<file path="src/rtl/ic_pkg.sv">
// Shared widths and FSM encoding for the instruction-cache fill path.
package ic_pkg;
    localparam int IC_LINE_W = 256;
    localparam int IC_BEAT_W = 64;
    localparam int IC_BEATS  = 4;
    localparam int IC_ADDR_W = 15;
    localparam int IC_OFF_W  = 5;

    typedef enum logic [1:0] {
        ST_IDLE = 2'd0,
        ST_REQ  = 2'd1,
        ST_DATA = 2'd2,
        ST_ACK  = 2'd3
    } ic_state_e;
endpackage

</file>
<file path="src/rtl/ic_line_buf.sv">
// Line assembly buffer: one register per beat slot, presented as a flat line.
module ic_line_buf #(
    parameter int BEATS  = 4,
    parameter int BEAT_W = 64,
    parameter int SEL_W  = (BEATS > 1) ? $clog2(BEATS) : 1
) (
    input  logic                     clk,
    input  logic                     rst,
    input  logic                     wr_en,
    input  logic [SEL_W-1:0]         slot,
    input  logic [BEAT_W-1:0]        wdata,
    output logic [BEATS*BEAT_W-1:0]  line
);
    logic [BEAT_W-1:0] bank [BEATS];

    always_ff @(posedge clk) begin
        if (rst) begin
            for (int i = 0; i < BEATS; i++) begin
                bank[i] <= '0;
            end
        end else if (wr_en) begin
            bank[slot] <= wdata;
        end
    end

    always_comb begin
        line = '0;
        for (int i = 0; i < BEATS; i++) begin
            line[i*BEAT_W +: BEAT_W] = bank[i];
        end
    end
endmodule

</file>
<file path="src/rtl/ic_fill_ctrl.sv">
// I-cache miss/fill controller: one outstanding line fetch, assembled from
// bus beats and handed to the cache with a single-cycle ack.
//
//   state | meaning
//   IDLE  | waiting for a miss (ignored for one cycle after an ack)
//   REQ   | bus read request asserted, waiting for grant
//   DATA  | collecting beats; drop flag marks a flushed fill
//   ACK   | line presented to the cache for one cycle
module ic_fill_ctrl
    import ic_pkg::*;
#(
    parameter int BEATS  = IC_BEATS,
    parameter int BEAT_W = IC_BEAT_W
) (
    input  logic                     clk,
    input  logic                     rst,
    input  logic                     ic_miss,
    input  logic [IC_ADDR_W-1:0]     ic_miss_addr,
    input  logic                     fetch_flush,
    output logic                     mem_req,
    output logic [IC_ADDR_W-1:0]     mem_addr,
    input  logic                     mem_gnt,
    input  logic                     mem_rvalid,
    input  logic [BEAT_W-1:0]        mem_rdata,
    output logic [BEATS*BEAT_W-1:0]  ic_fill_data,
    output logic                     ic_miss_ack,
    output logic                     busy
);
    localparam int SEL_W = (BEATS > 1) ? $clog2(BEATS) : 1;
    localparam logic [SEL_W-1:0]     LAST_BEAT = SEL_W'(BEATS - 1);
    localparam logic [IC_ADDR_W-1:0] OFF_MASK  = IC_ADDR_W'((1 << IC_OFF_W) - 1);

    ic_state_e              state, state_nxt;
    logic [IC_ADDR_W-1:0]   addr_q, addr_nxt;
    logic [SEL_W-1:0]       beat_cnt, beat_cnt_nxt;
    logic                   drop_q, drop_nxt;
    logic                   done_q, done_nxt;
    logic                   buf_we;

    always_ff @(posedge clk) begin
        if (rst) begin
            state    <= ST_IDLE;
            addr_q   <= '0;
            beat_cnt <= '0;
            drop_q   <= 1'b0;
            done_q   <= 1'b0;
        end else begin
            state    <= state_nxt;
            addr_q   <= addr_nxt;
            beat_cnt <= beat_cnt_nxt;
            drop_q   <= drop_nxt;
            done_q   <= done_nxt;
        end
    end

    always_comb begin
        state_nxt    = state;
        addr_nxt     = addr_q;
        beat_cnt_nxt = beat_cnt;
        drop_nxt     = drop_q;
        done_nxt     = done_q;
        buf_we       = 1'b0;

        case (state)
            ST_IDLE: begin
                done_nxt = 1'b0;
                if (!done_q && ic_miss && !fetch_flush) begin
                    addr_nxt  = ic_miss_addr & ~OFF_MASK;
                    state_nxt = ST_REQ;
                end
            end
            ST_REQ: begin
                // A grant commits the bus read, so it wins over a same-cycle flush.
                if (mem_gnt) begin
                    beat_cnt_nxt = '0;
                    drop_nxt     = fetch_flush;
                    state_nxt    = ST_DATA;
                end else if (fetch_flush) begin
                    state_nxt = ST_IDLE;
                end
            end
            ST_DATA: begin
                if (fetch_flush) begin
                    drop_nxt = 1'b1;
                end
                if (mem_rvalid) begin
                    buf_we       = 1'b1;
                    beat_cnt_nxt = beat_cnt + SEL_W'(1);
                    if (beat_cnt == LAST_BEAT) begin
                        drop_nxt  = 1'b0;
                        // A flush on the final beat still abandons the fill.
                        state_nxt = (drop_q || fetch_flush) ? ST_IDLE : ST_ACK;
                    end
                end
            end
            ST_ACK: begin
                done_nxt  = 1'b1;
                state_nxt = ST_IDLE;
            end
            default: state_nxt = ST_IDLE;
        endcase
    end

    assign mem_req     = (state == ST_REQ);
    assign mem_addr    = addr_q;
    assign ic_miss_ack = (state == ST_ACK);
    assign busy        = (state != ST_IDLE);

    ic_line_buf #(
        .BEATS  (BEATS),
        .BEAT_W (BEAT_W),
        .SEL_W  (SEL_W)
    ) u_line_buf (
        .clk   (clk),
        .rst   (rst),
        .wr_en (buf_we),
        .slot  (beat_cnt),
        .wdata (mem_rdata),
        .line  (ic_fill_data)
    );
endmodule

</file>
<file path="config.mk">
export PLATFORM = sky130hd
export DESIGN_NAME = ic_fill_ctrl
export DESIGN_NICKNAME = d
export VERILOG_FILES = /design/src/rtl/ic_pkg.sv /design/src/rtl/ic_line_buf.sv /design/src/rtl/ic_fill_ctrl.sv
export SDC_FILE = /design/constraint.sdc
export NUM_CORES = 1
export LEC_CHECK = 0
export ABC_AREA = 1
export CORE_MARGIN = 4
export CORE_UTILIZATION = 48
export CTS_CLUSTER_SIZE = 24
export DETAILED_ROUTE_END_ITERATION = 12
export GPL_TIMING_DRIVEN = 0
export HOLD_SLACK_MARGIN = 0.12
export PLACE_DENSITY_LB_ADDON = 0.1
export SYNTH_ARGS = -nofsm -noshare
export SYNTH_HDL_FRONTEND = slang
export SYNTH_SLANG_ARGS = --single-unit
export TNS_END_PERCENT = 100
</file>
<file path="constraint.sdc">
create_clock -name clk -period 12.25 [get_ports clk]
set_input_delay 2.45 -clock clk [delete_from_list [all_inputs] [get_ports clk]]
set_output_delay 2.45 -clock clk [all_outputs]
set_load 0.02 [all_outputs]
</file>
# After elaboration in Yosys (flattened, before gate mapping)
# Memories as Yosys holds them, arrays and structs flattened.
# Index checks and enable logic that the tools add are counted.
# word_totals
regBits,16
mem_bits_rw,256
input_bits,85
out_inout_bits,274
word_cells,56
mem_count,1
# memory_table
name,words,width,read_ports,rd_ports_with_merged_regs,wr,line,source
u_line_buf.bank,4,64,4,0,4,ic_line_buf.sv:14,logic [BEAT_W-1:0] bank [BEATS];
# classes
addsub,1
eq_ne,9
n_mux,26
reduce_logical,14
# op_table
operator,count
64-bit 2-to-1 mux,1
64-bit OR reduction,1
2-bit 2-to-1 mux,9
1-bit 2-to-1 mux,12
2-bit case mux with 4 select lines,1
2-bit == test (second input constant),3
2-bit inequality test (second input constant),3
2-bit nonzero test,3
1-bit case mux with 2 select lines,2
2-bit case mux with 2 select lines,1
2-bit AND reduction,2
4-bit AND reduction,1
3-bit by 2-bit inequality test with 1-bit output (second input constant),1
3-bit AND reduction,1
2-bit by 1-bit adder with 2-bit output (second input constant),1
2-bit by 1-bit == test with 1-bit output (second input constant),1
1-bit logical AND,2
1-bit logical NOT,2
2-bit logical NOT,1
2-bit by 1-bit inequality test with 1-bit output (second input constant),1
1-bit logical OR,1

# Logic depth before layout (Yosys ltp)
# depth
ltp_word,7
depth_mapped,10
ltp_nobuf,8

# Hierarchy
# From an unflattened synthesis, not the netlist that was laid out.
# unflattened
hier_cells,727
area_unflattened_um2,10030.9
# modules_own_cells
mod,n_inst,cells_per_inst,area_per_inst_um2,seq_area_each_um2
ic_line_buf,1,617,9201.3,7687.4
ic_fill_ctrl,1,110,829.5,320.3

# Worst setup path before layout
# OpenSTA, ideal clock, no wires.
# synth_timing
path_type,input port to flip-flop
start,in mem_rvalid
end,mem u_line_buf.bank[3][0] (enable)
setup_time_ps,581
arrival_ps,7280
required_ps,11669
path_slack_ps,4389
path_stages,2
n_path_buf,0
cell_sequence,nand2_1 -> o31ai_1
# synth_rtl
element,line,source
from (decl),ic_fill_ctrl.sv:23,"input logic mem_rvalid,"
to (decl),ic_line_buf.sv:14,

==> impl_results.md <==
- Status: finished clean
- Post-Syn Area per Cell: between 10 and 15 um2
- Hold Vio Cnt, Final: 0
- Clock sink count: 272
- Switch share: 0.227
- Layout cell share with drive strength beyond 1: 0.0618
- DRC viols: 0
- CP max FO: 16
- Mapped cell area: 9900 um2
- Cts hold-fix bufs: 0
- # diodes: 0
- Worst Tran Pin Value: roughly 900 ps
- CP Class: in2reg
- Synthesized flop and latch total: 272
- Fin Setup TNS: 0 ps
- Seq/Total Area, Yosys: 0.808
- Max_slew headroom: 0.405
- Minimum clock period: 4530 ps
- Dpl ws: 7200 ps
- CTS tree: yes
- Synth Flop Type: edfxtp_1
- Setup Skew: 6.96 ps
- Initial antenna violation count: 0
- Fin area: 14800 um2
- Tcrit/Tclk final: 0.370
- I/O Buffers: about 350
- MaxCap Viol Count: 0
- DRT Pass-1 Iters: 4
- DIE HEIGHT: ~150 um
- Power density over the cells: 142 nW/um2
- Die width: approximately 150 um
- First-pass GRT wire length: 38800 um
- Cts repair resizes: 0
- Clock Pin Slew Worst Setup and Hold Paths: approximately 60 ps
- Minimum hold slack: 448 ps
- Global route overflow: 0
- Initial DRC Count: 287
- Crit path launch type: input port
- Largest net degree at the start of global routing: 46
- P&R area growth vs syn: 49.6%
- Vias per inst: roughly 4.8
- RSZ-0062 raised after global routing: false
- Leakage: 5.86 nW
- Internal Power: 1.62 mW
- Setup fix buffers added after clock tree synthesis: 0
- Max Freq: 221 MHz
- Crit path arrival time: 4810 ps
- Final GP Congestion: ~0.82
- Yosys warning total: 0
- Die area: 23000 um2
- Routed Antenna Nets: 0
- WL/cell: roughly 19 um
- Fill count: around 1300
- Number of synthesized flops with an enable pin: 256
- Vias: 6721
- Setup ws final: about 7700 ps
- Vias in the first global route: 6673
- Cell variety after synth: 22
- Io pins: 359
- Starting density of the core: 0.489
- Share of total power in the clock network: 0.385
- Setup violators final: 0
- VDD IR max: roughly 0.1 mV
- Reg power frac: 0.507
- WP data required: 12530 ps
- Crit. End Element: flip-flop
- Hold/Removal Path Class: reg2reg
- Core ar.: a little over 20000 um2
- Sw power: approximately 0.48 mW
- CTS buffer count: 28
- DPL Wire Length: 18800 um
- Clk root buf: clkbuf_16
- FFs w/ async S/R, synth: 0
- Worst-skew pair later-pin latency: 520 ps
- Pins Over Slew Limit: 0
- Post-DP Area: 13900 um2
- Instance count of the mapped netlist: 722
- Num rows: 52
- Total track usage: 0.224
- Routed WL: 26800 um
- Layout Nets: 1201
- Maximum clock path buffer count: 3
- H-tree levels: 1
- Comb power frac: 0.108
==> state kept, by name (all words and copies together), names as in the netlist <==
signal	count
u_line_buf.bank	256
mem_addr	10
beat_cnt	2
state	2
done_q	1
drop_q	1
==> metrics by stage <==
stage / cells / power [mW] / util
after detailed placement: 1351 / 1.31 / 0.689
after global placement: 1344 / 1.31 / 0.679
after global routing: 1402 / 2.17 / 0.733
after floorplan: 726 / 1.19 / -
after CTS: 1402 / 2.11 / 0.733
final: 1402 / 2.10 / 0.733
==> power groups by stage <==
stage | Clock (mW) | Sequential (mW) | Combinational, mW
after global placement | 0 | 1.09 | 0.219
after CTS | 0.819 | 1.06 | 0.230
final | 0.807 | 1.06 | 0.227
after floorplan | 0 | 1.13 | 0.0515
after global routing | 0.865 | 1.07 | 0.241
after detailed placement | 0 | 1.08 | 0.228
==> cell usage after synthesis (2+ instances only) <==
master,count,area [um2]
a21oi_1,15,75.1
buf_1,2,7.51
buf_4,7,52.6
buf_6,10,113
clkbuf_1,15,56.3
dfxtp_1,16,320
edfxtp_1,256,7690
ha_1,5,62.6
inv_1,86,323
nand2_1,22,82.6
nand3_1,5,25.0
nor2_1,258,968
nor2_2,2,12.5
nor3_1,4,20.0
o21ai_0,12,60.1
==> cells in the final DEF (no fill, tap or decap) <==
cell type | netlist | final
a31oi_1 | 1 | 1
o211ai_1 | 1 | 1
nand2_4 | 0 | 3
clkbuf_8 | 0 | 3
buf_6 | 10 | 10
nand3_1 | 5 | 5
inv_8 | 0 | 1
buf_16 | 0 | 5
nand2_1 | 22 | 19
clkbuf_1 | 15 | 20
o21ai_0 | 12 | 12
clkdlybuf4s50_1 | 0 | 348
inv_1 | 86 | 86
buf_2 | 1 | 1
edfxtp_1 | 256 | 256
o21ai_1 | 1 | 1
bufinv_16 | 0 | 1
ha_1 | 5 | 5
inv_2 | 1 | 1
dfxtp_1 | 16 | 16
buf_1 | 2 | 2
o31ai_4 | 0 | 1
buf_8 | 0 | 2
nor3_1 | 4 | 4
clkbuf_16 | 0 | 29
nor2_2 | 2 | 2
clkinv_2 | 0 | 4
a21oi_1 | 15 | 15
clkinv_1 | 0 | 8
conb_1 | 1 | 5
nor2_1 | 258 | 258
buf_4 | 7 | 7
==> layer usage <==
| layer | part of all wire | vias up | routed length (um) | GRT usage |
|---|---|---|---|---|
| li1 | - | 3167 | - | - |
| met1 | 0.36 | 3222 | 9710 | 0.262 |
| met2 | 0.52 | 278 | 13900 | 0.397 |
| met3 | 0.085 | 54 | 2270 | 0.0622 |
| met4 | 0.037 | 0 | 996 | 0.0777 |
| met5 | 0 | - | 0 | 0 |
==> kinds of logic (layout without fill, tap and decap cells) <==
logic type,Yosys count,count (layout),share of synthesized area
compound gates,31,31,0.0163
fa+ha+maj,5,5,0.00632
buf+inv,122,528,0.0566
flops,272,272,0.808
other cells,1,5,0.000379
simple gates,291,291,0.112
==> worst paths after layout <==
| kind | startpoint | endpoint | slack (ps) | cells past startpoint |
|---|---|---|---|---|
| worst max-delay path | rst | u_line_buf.bank[3][31] | 7720 | 7 |
| worst min-delay path | mem_addr[6] | mem_addr[6] | 450 | 2 |
| worst max register to register | state[0] | u_line_buf.bank[2][36] | 9430 | 8 |
| worst min register to register | mem_addr[6] | mem_addr[6] | 450 | 2 |
==> worst max-delay path, cell delays in order <==
cell and delay [ps]:
clkdlybuf4s50_1 530, inv_1 220, clkbuf_1 600, o31ai_4 400
buf_16 270, buf_8 170, buf_16 170
==> area by class of cell <==
cell class / count / area (um2) / share of cell area
sequential: 272 / 8010 / 0.540
timing repair buffer: 355 / 3650 / 0.246
multi-input combinational: 332 / 1390 / 0.0936
clock buffer: 37 / 786 / 0.0530
tap: 270 / 338 / 0.0228
inverter: 87 / 327 / 0.0220
buffer: 35 / 234 / 0.0158
clock inverter: 14 / 91.3 / 0.00616
(Power assumes the default switching activity.)
